==> src/rtl/voice_allocator_pkg.sv <==
// Shared MIDI constants, voice record and message decode for the voice allocator.
// Optional build macro: SUSTAIN_PEDAL_EN (adds sustain-pedal CC decode).
package voice_allocator_pkg;

    localparam logic [3:0] MIDI_NOTE_ON  = 4'h9;
    localparam logic [3:0] MIDI_NOTE_OFF = 4'h8;
    localparam logic [3:0] MIDI_CC       = 4'hB;
    localparam logic [6:0] CC_SUSTAIN    = 7'd64;

    typedef struct packed {
        logic       gate;
        logic [6:0] note;
        logic [6:0] vel;
        logic       sustained;
    } voice_t;

    typedef enum logic [1:0] {ST_IDLE, ST_SCAN, ST_COMMIT} state_e;

    typedef enum logic [2:0] {CMD_NONE, CMD_ON, CMD_OFF, CMD_SUS_ON, CMD_SUS_OFF} cmd_e;

    // Channel nibble is ignored: channel filtering happens upstream.
    function automatic cmd_e decode_msg(input logic [1:0] len, input logic [2:0][7:0] msg);
        cmd_e cmd;
        cmd = CMD_NONE;
        if (len == 2'd3) begin
            case (msg[0][7:4])
                MIDI_NOTE_ON:  cmd = (msg[2][6:0] != 7'd0) ? CMD_ON : CMD_OFF;
                MIDI_NOTE_OFF: cmd = CMD_OFF;
`ifdef SUSTAIN_PEDAL_EN
                MIDI_CC: begin
                    if (msg[1] == {1'b0, CC_SUSTAIN})
                        cmd = (msg[2][6:0] >= 7'd64) ? CMD_SUS_ON : CMD_SUS_OFF;
                end
`endif
                default: cmd = CMD_NONE;
            endcase
        end
        return cmd;
    endfunction

endpackage

==> src/rtl/voice_allocator_lru.sv <==
// Least-recently-assigned tracker: ages form a permutation of 0..NUM_VOICES-1,
// the voice holding the top age is the steal candidate.
module voice_allocator_lru #(
    parameter int NUM_VOICES = 8,
    parameter int VIDX_W     = $clog2(NUM_VOICES)
) (
    input  logic              i_clk_aud,
    input  logic              i_aud_rst_n,
    input  logic              assign_we,
    input  logic [VIDX_W-1:0] assign_idx,
    output logic [VIDX_W-1:0] oldest_idx
);

    logic [NUM_VOICES-1:0][VIDX_W-1:0] age;
    logic [VIDX_W-1:0]                 age_sel;

    assign age_sel = age[assign_idx];

    always_ff @(posedge i_clk_aud or negedge i_aud_rst_n) begin
        if (!i_aud_rst_n) begin
            for (int i = 0; i < NUM_VOICES; i++) age[i] <= VIDX_W'(i);
        end else if (assign_we) begin
            for (int i = 0; i < NUM_VOICES; i++) begin
                if (assign_idx == VIDX_W'(i))
                    age[i] <= '0;
                else if (age[i] < age_sel)
                    age[i] <= age[i] + 1'b1;
            end
        end
    end

    always_comb begin
        oldest_idx = '0;
        for (int i = 0; i < NUM_VOICES; i++)
            if (age[i] == VIDX_W'(NUM_VOICES - 1)) oldest_idx = VIDX_W'(i);
    end

endmodule

==> src/rtl/voice_allocator.sv <==
// Polyphonic voice allocator: maps note-on/off onto NUM_VOICES slots with LRU stealing.
// Optional build macro: SUSTAIN_PEDAL_EN (sustain pedal via CC 64).
module voice_allocator
    import voice_allocator_pkg::*;
#(
    parameter int NUM_VOICES = 8
) (
    input  logic                         i_clk_aud,
    input  logic                         i_aud_rst_n,
    input  logic                         i_msg_valid,
    input  logic [1:0]                   i_msg_len,
    input  logic [2:0][7:0]              i_msg,
    output logic                         o_busy,
    output logic                         o_drop,
    output logic [NUM_VOICES-1:0]        o_gate,
    output logic [NUM_VOICES-1:0]        o_trig,
    output logic [NUM_VOICES-1:0][6:0]   o_note,
    output logic [NUM_VOICES-1:0][6:0]   o_velocity
);

    localparam int                VIDX_W   = $clog2(NUM_VOICES);
    localparam logic [VIDX_W-1:0] LAST_IDX = VIDX_W'(NUM_VOICES - 1);

    state_e                  state, state_nxt;
    cmd_e                    cmd_q;
    logic [6:0]              note_q, vel_q;
    logic [VIDX_W-1:0]       scan_idx, match_idx, free_idx, oldest_idx, tgt_idx;
    logic                    match_vld, free_vld, lru_we;
    voice_t [NUM_VOICES-1:0] voices, voices_nxt;
    logic [NUM_VOICES-1:0]   trig_q, trig_nxt;
`ifdef SUSTAIN_PEDAL_EN
    logic                    sustain, sustain_nxt;
`endif

    assign o_busy = (state != ST_IDLE);

    always_ff @(posedge i_clk_aud or negedge i_aud_rst_n) begin
        if (!i_aud_rst_n) state <= ST_IDLE;
        else              state <= state_nxt;
    end

    always_comb begin
        state_nxt = state;
        case (state)
            ST_IDLE:   if (i_msg_valid) state_nxt = ST_SCAN;
            ST_SCAN: begin
                if (cmd_q == CMD_NONE)      state_nxt = ST_IDLE;
                else if (scan_idx == LAST_IDX) state_nxt = ST_COMMIT;
            end
            ST_COMMIT: state_nxt = ST_IDLE;
            default:   state_nxt = ST_IDLE;
        endcase
    end

    // Capture in IDLE, then walk one voice per cycle remembering the first
    // gated same-note voice and the first free voice.
    always_ff @(posedge i_clk_aud or negedge i_aud_rst_n) begin
        if (!i_aud_rst_n) begin
            cmd_q     <= CMD_NONE;
            note_q    <= '0;
            vel_q     <= '0;
            scan_idx  <= '0;
            match_vld <= 1'b0;
            match_idx <= '0;
            free_vld  <= 1'b0;
            free_idx  <= '0;
        end else if (state == ST_IDLE) begin
            scan_idx  <= '0;
            match_vld <= 1'b0;
            free_vld  <= 1'b0;
            if (i_msg_valid) begin
                cmd_q  <= decode_msg(i_msg_len, i_msg);
                note_q <= i_msg[1][6:0];
                vel_q  <= i_msg[2][6:0];
            end
        end else if (state == ST_SCAN) begin
            scan_idx <= scan_idx + 1'b1;
            if (!match_vld && voices[scan_idx].gate && voices[scan_idx].note == note_q) begin
                match_vld <= 1'b1;
                match_idx <= scan_idx;
            end
            if (!free_vld && !voices[scan_idx].gate) begin
                free_vld <= 1'b1;
                free_idx <= scan_idx;
            end
        end
    end

    always_comb begin
        voices_nxt = voices;
        trig_nxt   = '0;
        lru_we     = 1'b0;
        tgt_idx    = oldest_idx;
`ifdef SUSTAIN_PEDAL_EN
        sustain_nxt = sustain;
`endif
        if (state == ST_COMMIT) begin
            case (cmd_q)
                CMD_ON: begin
                    if (match_vld)     tgt_idx = match_idx;
                    else if (free_vld) tgt_idx = free_idx;
                    voices_nxt[tgt_idx] = '{gate: 1'b1, note: note_q, vel: vel_q, sustained: 1'b0};
                    trig_nxt[tgt_idx]   = 1'b1;
                    lru_we              = 1'b1;
                end
                CMD_OFF: begin
                    if (match_vld) begin
`ifdef SUSTAIN_PEDAL_EN
                        if (sustain) voices_nxt[match_idx].sustained = 1'b1;
                        else         voices_nxt[match_idx].gate      = 1'b0;
`else
                        voices_nxt[match_idx].gate = 1'b0;
`endif
                    end
                end
`ifdef SUSTAIN_PEDAL_EN
                CMD_SUS_ON: sustain_nxt = 1'b1;
                CMD_SUS_OFF: begin
                    sustain_nxt = 1'b0;
                    for (int i = 0; i < NUM_VOICES; i++) begin
                        if (voices[i].sustained) begin
                            voices_nxt[i].gate      = 1'b0;
                            voices_nxt[i].sustained = 1'b0;
                        end
                    end
                end
`endif
                default: ;
            endcase
        end
    end

    // Output stage: one register between voice state and the oscillator bank.
    always_ff @(posedge i_clk_aud or negedge i_aud_rst_n) begin
        if (!i_aud_rst_n) begin
            voices     <= '0;
            trig_q     <= '0;
            o_trig     <= '0;
            o_gate     <= '0;
            o_note     <= '0;
            o_velocity <= '0;
            o_drop     <= 1'b0;
        end else begin
            voices <= voices_nxt;
            trig_q <= trig_nxt;
            o_trig <= trig_q;
            o_drop <= i_msg_valid && (state != ST_IDLE);
            for (int i = 0; i < NUM_VOICES; i++) begin
                o_gate[i]     <= voices[i].gate;
                o_note[i]     <= voices[i].note;
                o_velocity[i] <= voices[i].vel;
            end
        end
    end

`ifdef SUSTAIN_PEDAL_EN
    always_ff @(posedge i_clk_aud or negedge i_aud_rst_n) begin
        if (!i_aud_rst_n) sustain <= 1'b0;
        else              sustain <= sustain_nxt;
    end
`endif

    voice_allocator_lru #(
        .NUM_VOICES (NUM_VOICES),
        .VIDX_W     (VIDX_W)
    ) u_lru (
        .i_clk_aud   (i_clk_aud),
        .i_aud_rst_n (i_aud_rst_n),
        .assign_we   (lru_we),
        .assign_idx  (tgt_idx),
        .oldest_idx  (oldest_idx)
    );

endmodule

==> config.mk <==
export PLATFORM = sky130hd
export DESIGN_NAME = voice_allocator
export DESIGN_NICKNAME = d
export VERILOG_FILES = /design/src/rtl/voice_allocator_pkg.sv /design/src/rtl/voice_allocator_lru.sv /design/src/rtl/voice_allocator.sv
export SDC_FILE = /design/constraint.sdc
export NUM_CORES = 1
export LEC_CHECK = 0
export ABC_AREA = 1
export CAP_MARGIN = 40
export CORE_UTILIZATION = 60
export CTS_CLUSTER_DIAMETER = 40
export CTS_CLUSTER_SIZE = 40
export DETAILED_ROUTE_END_ITERATION = 6
export DONT_BUFFER_PORTS = 1
export PLACE_DENSITY = 0.83
export SYNTH_ARGS = -nofsm -noshare
export SYNTH_HDL_FRONTEND = slang
export SYNTH_SLANG_ARGS = --single-unit
==> constraint.sdc <==
create_clock -name i_clk_aud -period 9.76 [get_ports i_clk_aud]
set_input_delay 1.464 -clock i_clk_aud [delete_from_list [all_inputs] [get_ports i_clk_aud]]
set_output_delay 1.464 -clock i_clk_aud [all_outputs]
set_load 0.03 [all_outputs]
Yosys cells after proc, flatten, opt, wreduce, memory -nomap -nowiden

Cells that the tools add are included.

$add $sub $neg: 9
Bitwise gates (word level): 1
Muxes and demuxes: 62
Reduce and logical (&&, ||, !) cells: 41
Equality and inequality tests: 26
Magnitude comparators: 14

Operators with widths:

| kind                | count |
|---|---|
| $bwmux 128          | 2 |
| $pmux 128 s2        | 1 |
| $mux 128            | 1 |
| $demux 16 s3        | 2 |
| $mux 3              | 29 |
| $bmux 16 s3         | 1 |
| $mux 16             | 3 |
| $eq 3x3->1 const B  | 12 |
| $add 3x1->3 const B | 9 |
| $reduce_bool 2->1   | 13 |
| $lt 3x3->1          | 8 |
| $reduce_and 2->1    | 12 |
| $lt 3x4->1 const B  | 4 |
| $mux 8              | 2 |
| $mux 2              | 7 |
| $mux 1              | 10 |
| $bmux 3 s3          | 1 |
| $eq 3x2->1 const B  | 3 |
| $reduce_and 3->1    | 3 |
| $eq 4x4->1 const B  | 2 |
| $pmux 2 s2          | 2 |
| $eq 7x7->1          | 1 |
| $reduce_bool 7->1   | 1 |
| $eq 3x1->1 const B  | 2 |
| other kinds (11)    | 22 |

Output and inout bits: 130
Word-level logic and storage cells: 222
Flip-flop bits (word level): 319

Longest topological paths before layout

Gate-level depths: netlist of the first run.

Word-level depth: 19
Mapped depth: 28
Gate-level depth less buffers: 27

Modules after synthesis

From an unflattened synthesis of the first run, not the netlist that was laid out.

Cell total of the unflattened synthesis: 1289
Area total of the unflattened synthesis: 12389.4 µm²

Modules (own cells, without submodules):

| module              | cells each | instances | sequential area each (µm²) | area an instance (µm²) |
|---|---|---|---|---|
| voice_allocator     | 973        | 1         | 7156.9                     | 10206.0 |
| voice_allocator_lru | 316        | 1         | 615.6                      | 2183.3 |

Worst setup path after synthesis of the first run

No wires, ideal clock.

Path kind: reg2reg
Start: register u_lru.age[7] (netlist bit)
End: register u_lru.age[1] (netlist bit)
Data arrival time: 3.280 ns
Setup time: 0.117 ns
Cell stages (with the launch flop): 29
Slack: 6.363 ns
Cells stage by stage: dfstp_2 -> ha_1 -> ha_1 -> inv_1 -> nand2_1 -> nand2_1 -> nand2_1 -> nand2_1 -> nand2_1 -> nand2_2 -> nand2_1 -> nand2_1 -> nand3_4 -> nand2_4 -> buf_6 -> nor2_1 -> inv_1 -> o22ai_1 -> nor3_1 -> o21ai_0 -> ha_1 -> nand2_1 -> inv_1 -> nand2_1 -> nand2_1 -> nand2_2 -> nand2_2 -> nand2_1 -> nand2_1

Longest elaborated chain between the ends: 18

RTL lines:

| item                              | line                      | RTL |
|---|---|---|
| from (decl)                       | voice_allocator_lru.sv:14 | `logic [NUM_VOICES-1:0][VIDX_W-1:0] age;` |
| from (signal, indexed assignment) | voice_allocator_lru.sv:27 | `age[i] <= age[i] + 1'b1;` |
| $eq 3x3->1                        | voice_allocator_lru.sv:35 | `if (age[i] == VIDX_W'(NUM_VOICES - 1)) oldest_idx = VIDX_W'(i);` |
| $mux 2 (2 in series)              | voice_allocator_lru.sv:35 |  |
| $mux 3 (4 in series)              | voice_allocator_lru.sv:35 |  |
| $mux 3                            | voice_allocator.sv:101    | `else if (free_vld) tgt_idx = free_idx;` |
| $mux 3                            | voice_allocator.sv:100    | `if (match_vld) tgt_idx = match_idx;` |
| $mux 3                            | voice_allocator.sv:98     | `case (cmd_q)` |
| $mux 3                            | voice_allocator.sv:97     | `if (state == ST_COMMIT) begin` |
| $mux 3                            | voice_allocator.sv:98     |  |
| $mux 3                            | voice_allocator.sv:97     |  |
| $bmux 3 s3                        | voice_allocator_lru.sv:17 | `assign age_sel = age[assign_idx];` |
| $mux 3 (not written as such)      | voice_allocator_lru.sv:17 |  |
| $lt 3x3->1                        | voice_allocator_lru.sv:26 | `else if (age[i] < age_sel)` |
| $reduce_bool 2->1 (no line)       | --                        |  |
| $reduce_and 2->1 (no line)        | --                        |  |

Several ways; a longest one is shown, not always the timed one. The select of a mux whose other input is x is not followed.
A chain may end at the register's enable or synchronous reset.

Worst setup path after layout of the first run

Start: register u_lru.age[16] (netlist bit)
End: register u_lru.age[0] (netlist bit)

Longest elaborated chain between the ends: 15

RTL lines:

| item                         | line |
|---|---|
| $eq 3x3->1                   | voice_allocator_lru.sv:35 |
| $mux 3 (3 in series)         | voice_allocator_lru.sv:35 |
| $mux 3                       | voice_allocator.sv:101 |
| $mux 3                       | voice_allocator.sv:100 |
| $mux 3                       | voice_allocator.sv:98 |
| $mux 3                       | voice_allocator.sv:97 |
| $mux 3                       | voice_allocator.sv:98 |
| $mux 3                       | voice_allocator.sv:97 |
| $bmux 3 s3                   | voice_allocator_lru.sv:17 |
| $mux 3 (not written as such) | voice_allocator_lru.sv:17 |
| $lt 3x3->1                   | voice_allocator_lru.sv:26 |
| $reduce_bool 2->1 (no line)  | -- |
| $reduce_and 2->1 (no line)   | -- |

Several ways; a longest one is shown, not always the timed one. The select of a mux whose other input is x is not followed.

==> flow_summary.json, run 1 <==
{
  "reg2reg_from": "u_lru.age[16]$_DFFE_PN0P_",
  "period_share_pct": 41.06,
  "cp-start-kind": "flip-flop",
  "synth_area_leaders": "dfrtp_1 (63%), nand2_1 (9.5%), o21ai_0 (7.6%)",
  "use_met1_pct": 39.16,
  "setup_viol": 0,
  "place_area_um2": 12250,
  "avgSynthCellArea_um2": 10.09,
  "core_um2": 19460,
  "rrSetupSlack_ps": 5750,
  "layout_min_cycle_time_ps": 4007,
  "worst_pin_slew_ps": 939.8,
  "synth_area_leader_cell": "dfrtp_1",
  "dieArea_um2": 20440,
  "hp-class": "flip-flop to flip-flop",
  "grt_pass1_wl_um": 47290,
  "crit_arrival_ps": 4400,
  "initial_core_util_pct": 61.25,
  "root_buffer": "clkbuf_16",
  "drv_slew": 0,
  "ys_seq_area_share_pct": 65.20,
  "cts_tree": "done",
  "htree_levels": 2,
  "holdWs_ps": 344.2,
  "max_freq_mhz": 249.6,
  "status": "complete, no violations",
  "path_common_cell": "nand2_1",
  "busiest_layer": "met2",
  "die_w_um": 143.0,
  "ys_warn_count": 0,
  "hold_viol_final": 0,
  "reg2regPathDepth": 25,
  "wire_per_inst_um": 20.47,
  "gp_congestion": 0.9131,
  "synth_fp_nets": 1235,
  "met2_usage_pct": 48.83,
  "drive_above_1_share_pct": 10.26,
  "overflow": 0,
  "grt_max_degree": 311,
  "cp.required_ps": 10150,
  "slew_headroom_pct": 37.27,
  "cp_max_fo": 9,
  "rows": 51,
  "post_cts_resized": 0,
  "whs_path_depth": 0,
  "met3_usage_pct": 7.780,
  "rsz0062_at_grt": "false",
  "via_count": 8816,
  "synth_cell_types": 39,
  "ys_async_sr_fraction_pct": 100.0,
  "cts_buffers": 35,
  "antenna_left": 0,
  "holdBufCountCts": 0,
  "dp.cells": 1411,
  "max_stage_delay_ps": 550,
  "cts_sinks": 310,
  "drt_iter0_drc": 1011,
  "synthCells": 1181,
  "insertion_delay_ps": 540,
  "die_height_um": 143.0,
  "tns_ps": 0,
  "synthFlopType": "dfrtp_1",
  "viasPerCell": 5.985,
  "drc": 0,
  "grt.total_usage_pct": 30.65,
  "final_cells": 1473,
  "wirelength_um": 30150,
  "path_class": "flip-flop to flip-flop",
  "finClkSkew_ps": 33.66,
  "num_antenna_cells": 0,
  "syn_area_um2": 11920,
  "cts_buffer_depth": 3,
  "reg2reg_to": "u_lru.age[0]$_DFFE_PN0P_",
  "numPortBuffers": 0,
  "grt_pass1_vias": 8357,
  "hp-start": "trig_q[3]$_DFF_PN0_",
  "whs_endpoint": "o_trig[3]$_DFF_PN0_",
  "final_cell_area_um2": 13420,
  "nFillCells": 1309,
  "synth_seq_cells": 310,
  "post_cts_buffers": 0,
  "path_clk_slew_ps": 60,
  "area_growth_syn_to_layout_pct": 12.55,
  "nNetsFinal": 1237,
  "boundaryPins": 159,
  "synth_edf_count": 0,
  "ir_drop_uv": 114.4,
  "crit_path_top_delay_cell": "o21ai_0",
  "power.leakage_nw": 6.903,
  "cap_violations": 0,
  "end_kind": "flip-flop",
  "p_per_area_nw_per_um2": 204.7,
  "hpwl_um": 17840,
  "antenna_found_initial": 0,
  "drtPass1Iterations": 6,
  "yosysTopAreaCellShare_pct": 62.55
}
==> synthesized netlist by cell type (7+ instances only) <==
| library cell | instances |
|---|---|
| nor3_1 | 7 |
| o22ai_1 | 15 |
| clkbuf_1 | 37 |
| nand2_1 | 302 |
| nor2_1 | 55 |
| dfrtp_1 | 298 |
| o21ai_0 | 181 |
| ha_1 | 25 |
| nand3_1 | 62 |
| inv_1 | 108 |
| nand2_2 | 23 |
| dfstp_2 | 12 |
==> cell usage in the layout, fill, tap and decap left out, drive strengths merged <==
cell type / n
nand2: 329
a21oi: 1
nor3: 7
or4: 1
ha: 25
bufinv: 2
o211ai: 1
nor3b: 1
clkbuf: 39
o32ai: 1
buf: 10
a31oi: 1
nor4: 2
o21bai: 1
o22ai: 15
o41a: 1
a221oi: 2
nor2: 57
dfstp: 12
o21ai: 185
clkinv: 11
nand3: 68
nand4: 4
dfrtp: 298
o221ai: 5
xor2: 2
o31ai: 3
inv: 124
==> metrics by stage <==
step                total power, mW  setup WS, ps  utilization [%]
global route                  2.823          5523            68.94
CTS                           2.754          5851            68.94
detailed placement            1.439          5880            62.96
global placement              1.431          5666            62.07
finish                        2.747          5753            68.94
floorplan                     1.404          6363                -
==> how the worst max path moves through the flow <==
stage,startpoint,to,slack (ps)
finish,u_lru.age[16]$_DFFE_PN0P_,u_lru.age[0]$_DFFE_PN0P_,5750
global route,u_lru.age[7]$_DFFE_PN1P_,u_lru.age[12]$_DFFE_PN0P_,5520
CTS,u_lru.age[16]$_DFFE_PN0P_,u_lru.age[0]$_DFFE_PN0P_,5850
detailed placement,u_lru.age[7]$_DFFE_PN1P_,u_lru.age[0]$_DFFE_PN0P_,5880
global placement,u_lru.age[7]$_DFFE_PN1P_,u_lru.age[18]$_DFFE_PN0P_,5670
floorplan,u_lru.age[7]$_DFFE_PN1P_,u_lru.age[1]$_DFFE_PN0P_,6360
==> flip-flops by register name, indices dropped and copies added (netlist names) <==
register,flops
free_vld,1
match_vld,1
o_velocity,56
o_gate,8
u_lru.age,24
o_drop,1
state,2
note_q,7
o_trig,8
o_note,56
scan_idx,3
voices,120
cmd_q,2
trig_q,8
free_idx,3
match_idx,3
vel_q,7
==> layer usage <==
| metal | vias to the layer above | share of wire (%) |
|---|---|---|
| li1 | 3820 | - |
| met2 | 585 | 48 |
| met3 | 131 | 9.8 |
| met4 | 0 | 4.9 |
| met1 | 4280 | 38 |
| met5 | - | 0 |
==> report_power, final <==
group / total [mW] / internal, mW / switching (mW)
Sequential: 1.31 / 1.30 / 0.0116
Combinational: 0.116 / 0.0264 / 0.0894
Clock: 1.32 / 0.749 / 0.570
==> critical path, delay by kind of cell, from the launching register on <==
family                   cells  cell delay (ps)
adder cells (fa/ha/maj)      3              680
flip-flops                   1              410
AO/OA/AOI/OAI                3              830
buffers and inverters        4              480
AND/OR/NAND/NOR             15             1490
==> cells by family after synthesis <==
kind of cell | synth area share, %
adder cells (fa/ha/maj) | 2.624
flip-flops | 65.20
buffers and inverters | 5.227
XOR/XNOR | 0.1470
AO/OA/AOI/OAI | 9.740
AND/OR/NAND/NOR | 17.07
==> layout make-up <==
cell class                      count  area [um2]  share of cell area [%]
Multi-Input combinational cell    712        3528                   26.30
Clock buffer                       39       900.9                   6.714
Clock inverter                     23       264.0                   1.968
Tap cell                          265       331.6                   2.471
Sequential cell                   310        7772                   57.93
Inverter                          114       432.9                   3.226
Timing Repair Buffer               10       187.7                   1.399
Note: power is estimated with default switching activity, not from simulation.
==> run 2, diff against run 1 <==
- CORE_UTILIZATION: 60 -> 57
- PLACE_DENSITY: 0.83 -> 0.82
- clock period: 9.76 -> 3.45 ns (I/O delays scaled with it)
==> run 2 against run 1 <==
Net effect: worst hold slack got worse by 700 ps; the flow now finishes with violations (hold timing); sequential share of layout area barely moved; critical path type unchanged; design area barely moved; critical path depth did not move; non-clock buffer count rose by 18; die area rose by 5.2%; total power rose to 2.7 times the previous value; clock power rose to 2.6 times the previous value; clock skew fell by 19 ps; register-to-register slack got worse by 5500 ps; wire length fell by 8.4%; utilization fell by 3.0 points.
==> flow_summary.json, run 2 (same netlist as run 1, synthesis figures left out) <==
{
  "p_clk_share_pct": 46.1,
  "crit_arrival_ps": 3690,
  "rows": 52,
  "wirelength_um": 27610,
  "cts_sinks": 310,
  "switching_power_mw": 1.841,
  "largestRegisters": "voices x120, o_note x56, o_velocity x56",
  "grt_pass1_vias": 8162,
  "largest_register_ff_count": 120,
  "max_stage_delay_ps": 550,
  "via_count": 8575,
  "path_class": "flip-flop to flip-flop",
  "end_kind": "flip-flop",
  "die_w_um": 146.6,
  "antenna_found_initial": 1,
  "power.leakage_nw": 6.891,
  "num_antenna_cells": 0,
  "drtPass1Iterations": 7,
  "combPwrFrac_pct": 4.3,
  "grt_pass1_wl_um": 44300,
  "internal-power_mw": 5.614,
  "rsz0062_at_grt": "false",
  "layout_min_cycle_time_ps": 3229,
  "cts_buffers": 31,
  "htree_levels": 1,
  "max_freq_mhz": 309.7,
  "gp_congestion": 0.8888,
  "core_um2": 20360,
  "antenna_left": 0,
  "grt.total_usage_pct": 26.21,
  "cp_max_fo": 7,
  "area_growth_syn_to_layout_pct": 12.63,
  "cp.required_ps": 3910,
  "setup_viol": 0,
  "violations": "hold timing",
  "drv_slew": 0,
  "seqPwrFrac_pct": 49.6,
  "hp-class": "input pin to asynchronous set/reset pin",
  "ir_drop_uv": 310.6,
  "initial_core_util_pct": 58.54,
  "drive_above_1_share_pct": 12.11,
  "cp-start-kind": "flip-flop",
  "hold_viol_final": 310,
  "drt_iter0_drc": 803,
  "overflow": 0,
  "cts_tree": "done",
  "hpwl_um": 17820,
  "insertion_delay_ps": 570,
  "grt_max_degree": 311,
  "switching_share_pct": 24.70,
  "holdWs_ps": -354.1,
  "cts_buffer_depth": 3,
  "crit_path_top_delay_cell": "dfstp_2",
  "dp_slack_ps": 75.13,
  "nFillCells": 1465,
  "die_height_um": 146.6,
  "cap_violations": 0,
  "slew_headroom_pct": 43.10,
  "path_clk_slew_ps": 70,
  "viasPerCell": 5.747,
  "finalWorstSetupSlack_ps": 221.1,
  "crit_family": "simple AND/OR/NAND/NOR gates",
  "nNetsFinal": 1251,
  "status": "finished, violations left",
  "numPortBuffers": 0,
  "dieArea_um2": 21500,
  "path_common_cell": "nand2_1",
  "cp_num_buf_inv": 4,
  "drc": 0,
  "wire_per_inst_um": 18.50,
  "largest-register": "voices",
  "worst_pin_slew_ps": 852.6,
  "p_per_area_nw_per_um2": 555.3,
  "final_cell_mix": "nand2_1 (299), dfrtp_1 (298), o21ai_0 (179)",
  "root_buffer": "clkbuf_16",
  "final_common_cell": "nand2_1",
  "finClkSkew_ps": 14.84,
  "tns_ps": 0,
  "period_share_pct": 93.59,
  "boundaryPins": 159,
  "seq_area_um2": 7772,
  "multi_input_area_um2": 3591
}
run 2: routing by layer:
layer / global-route usage, % / vias up / wire length, um
li1: - / 3855 / -
met1: 35.62 / 4251 / 11280
met2: 41.35 / 405 / 13220
met3: 6.281 / 62 / 2294
met4: 9.479 / 2 / 793
met5: 0 / - / 17
run 2: metrics by stage:
step	power [mW]	hold slack [ps]	cell area (um2)	utilization (%)	instances
after floorplan	3.971	221.9	11920	-	1181
after global placement	4.053	227.6	12220	60.01	1426
after detailed placement	4.068	228.0	12220	60.01	1426
after CTS	7.489	-368.7	13300	65.33	1484
after global routing	7.681	-370.9	13430	65.93	1492
final	7.456	-354.1	13430	65.93	1492
run 2: path summary, 6_finish.rpt:
check | slack, ps | endpoint | startpoint | cells after the start
max | 220 | u_lru.age[5]$_DFFE_PN0P_ | u_lru.age[15]$_DFFE_PN1P_ | 25
min | -350 | o_velocity[53]$_DFF_PN0_ | i_aud_rst_n | 0
max reg2reg | 220 | u_lru.age[5]$_DFFE_PN0P_ | u_lru.age[15]$_DFFE_PN1P_ | 25
max in group asynchronous | 3470 | u_lru.age[10]$_DFFE_PN1P_ | i_aud_rst_n | 0
min in group i_clk_aud | 70 | vel_q[6]$_DFFE_PN0P_ | i_msg[22] | 2
min reg2reg | 340 | o_trig[1]$_DFF_PN0_ | trig_q[1]$_DFF_PN0_ | 0
run 2: worst register-to-register path: cells and delay by family, from the launching register on:
kind / cells / cell delay [ps]
AO/OA/AOI/OAI: 4 / 520
flip-flops: 1 / 550
AND/OR/NAND/NOR: 14 / 1060
buffers and inverters: 4 / 350
adder cells (fa/ha/maj): 3 / 610
run 2: area by class of cell:
class                      instances  area share [%]
clock inverter                    23           2.022
clock buffer                      35           6.039
tap                              270           2.516
multi-input combinational        712           26.74
sequential                       310           57.89
inverter                         114           3.224
timing repair buffer              28           1.566
run 2: power groups by stage:
stage,Clock (mW),Sequential [mW],Combinational [mW]
2_1_floorplan,0,3.76,0.208
3_3_place_gp,0,3.77,0.287
3_5_place_dp,0,3.77,0.300
4_1_cts,3.48,3.70,0.308
5_1_grt,3.63,3.70,0.352
6_report,3.43,3.70,0.320
run 2: timing repair:
action | CTS | global route
setup endpoints to repair | 0 | 24
endpoints found under the hold margin | 310 | 310
resized for setup | 0 | 15
setup buffers | 0 | 8
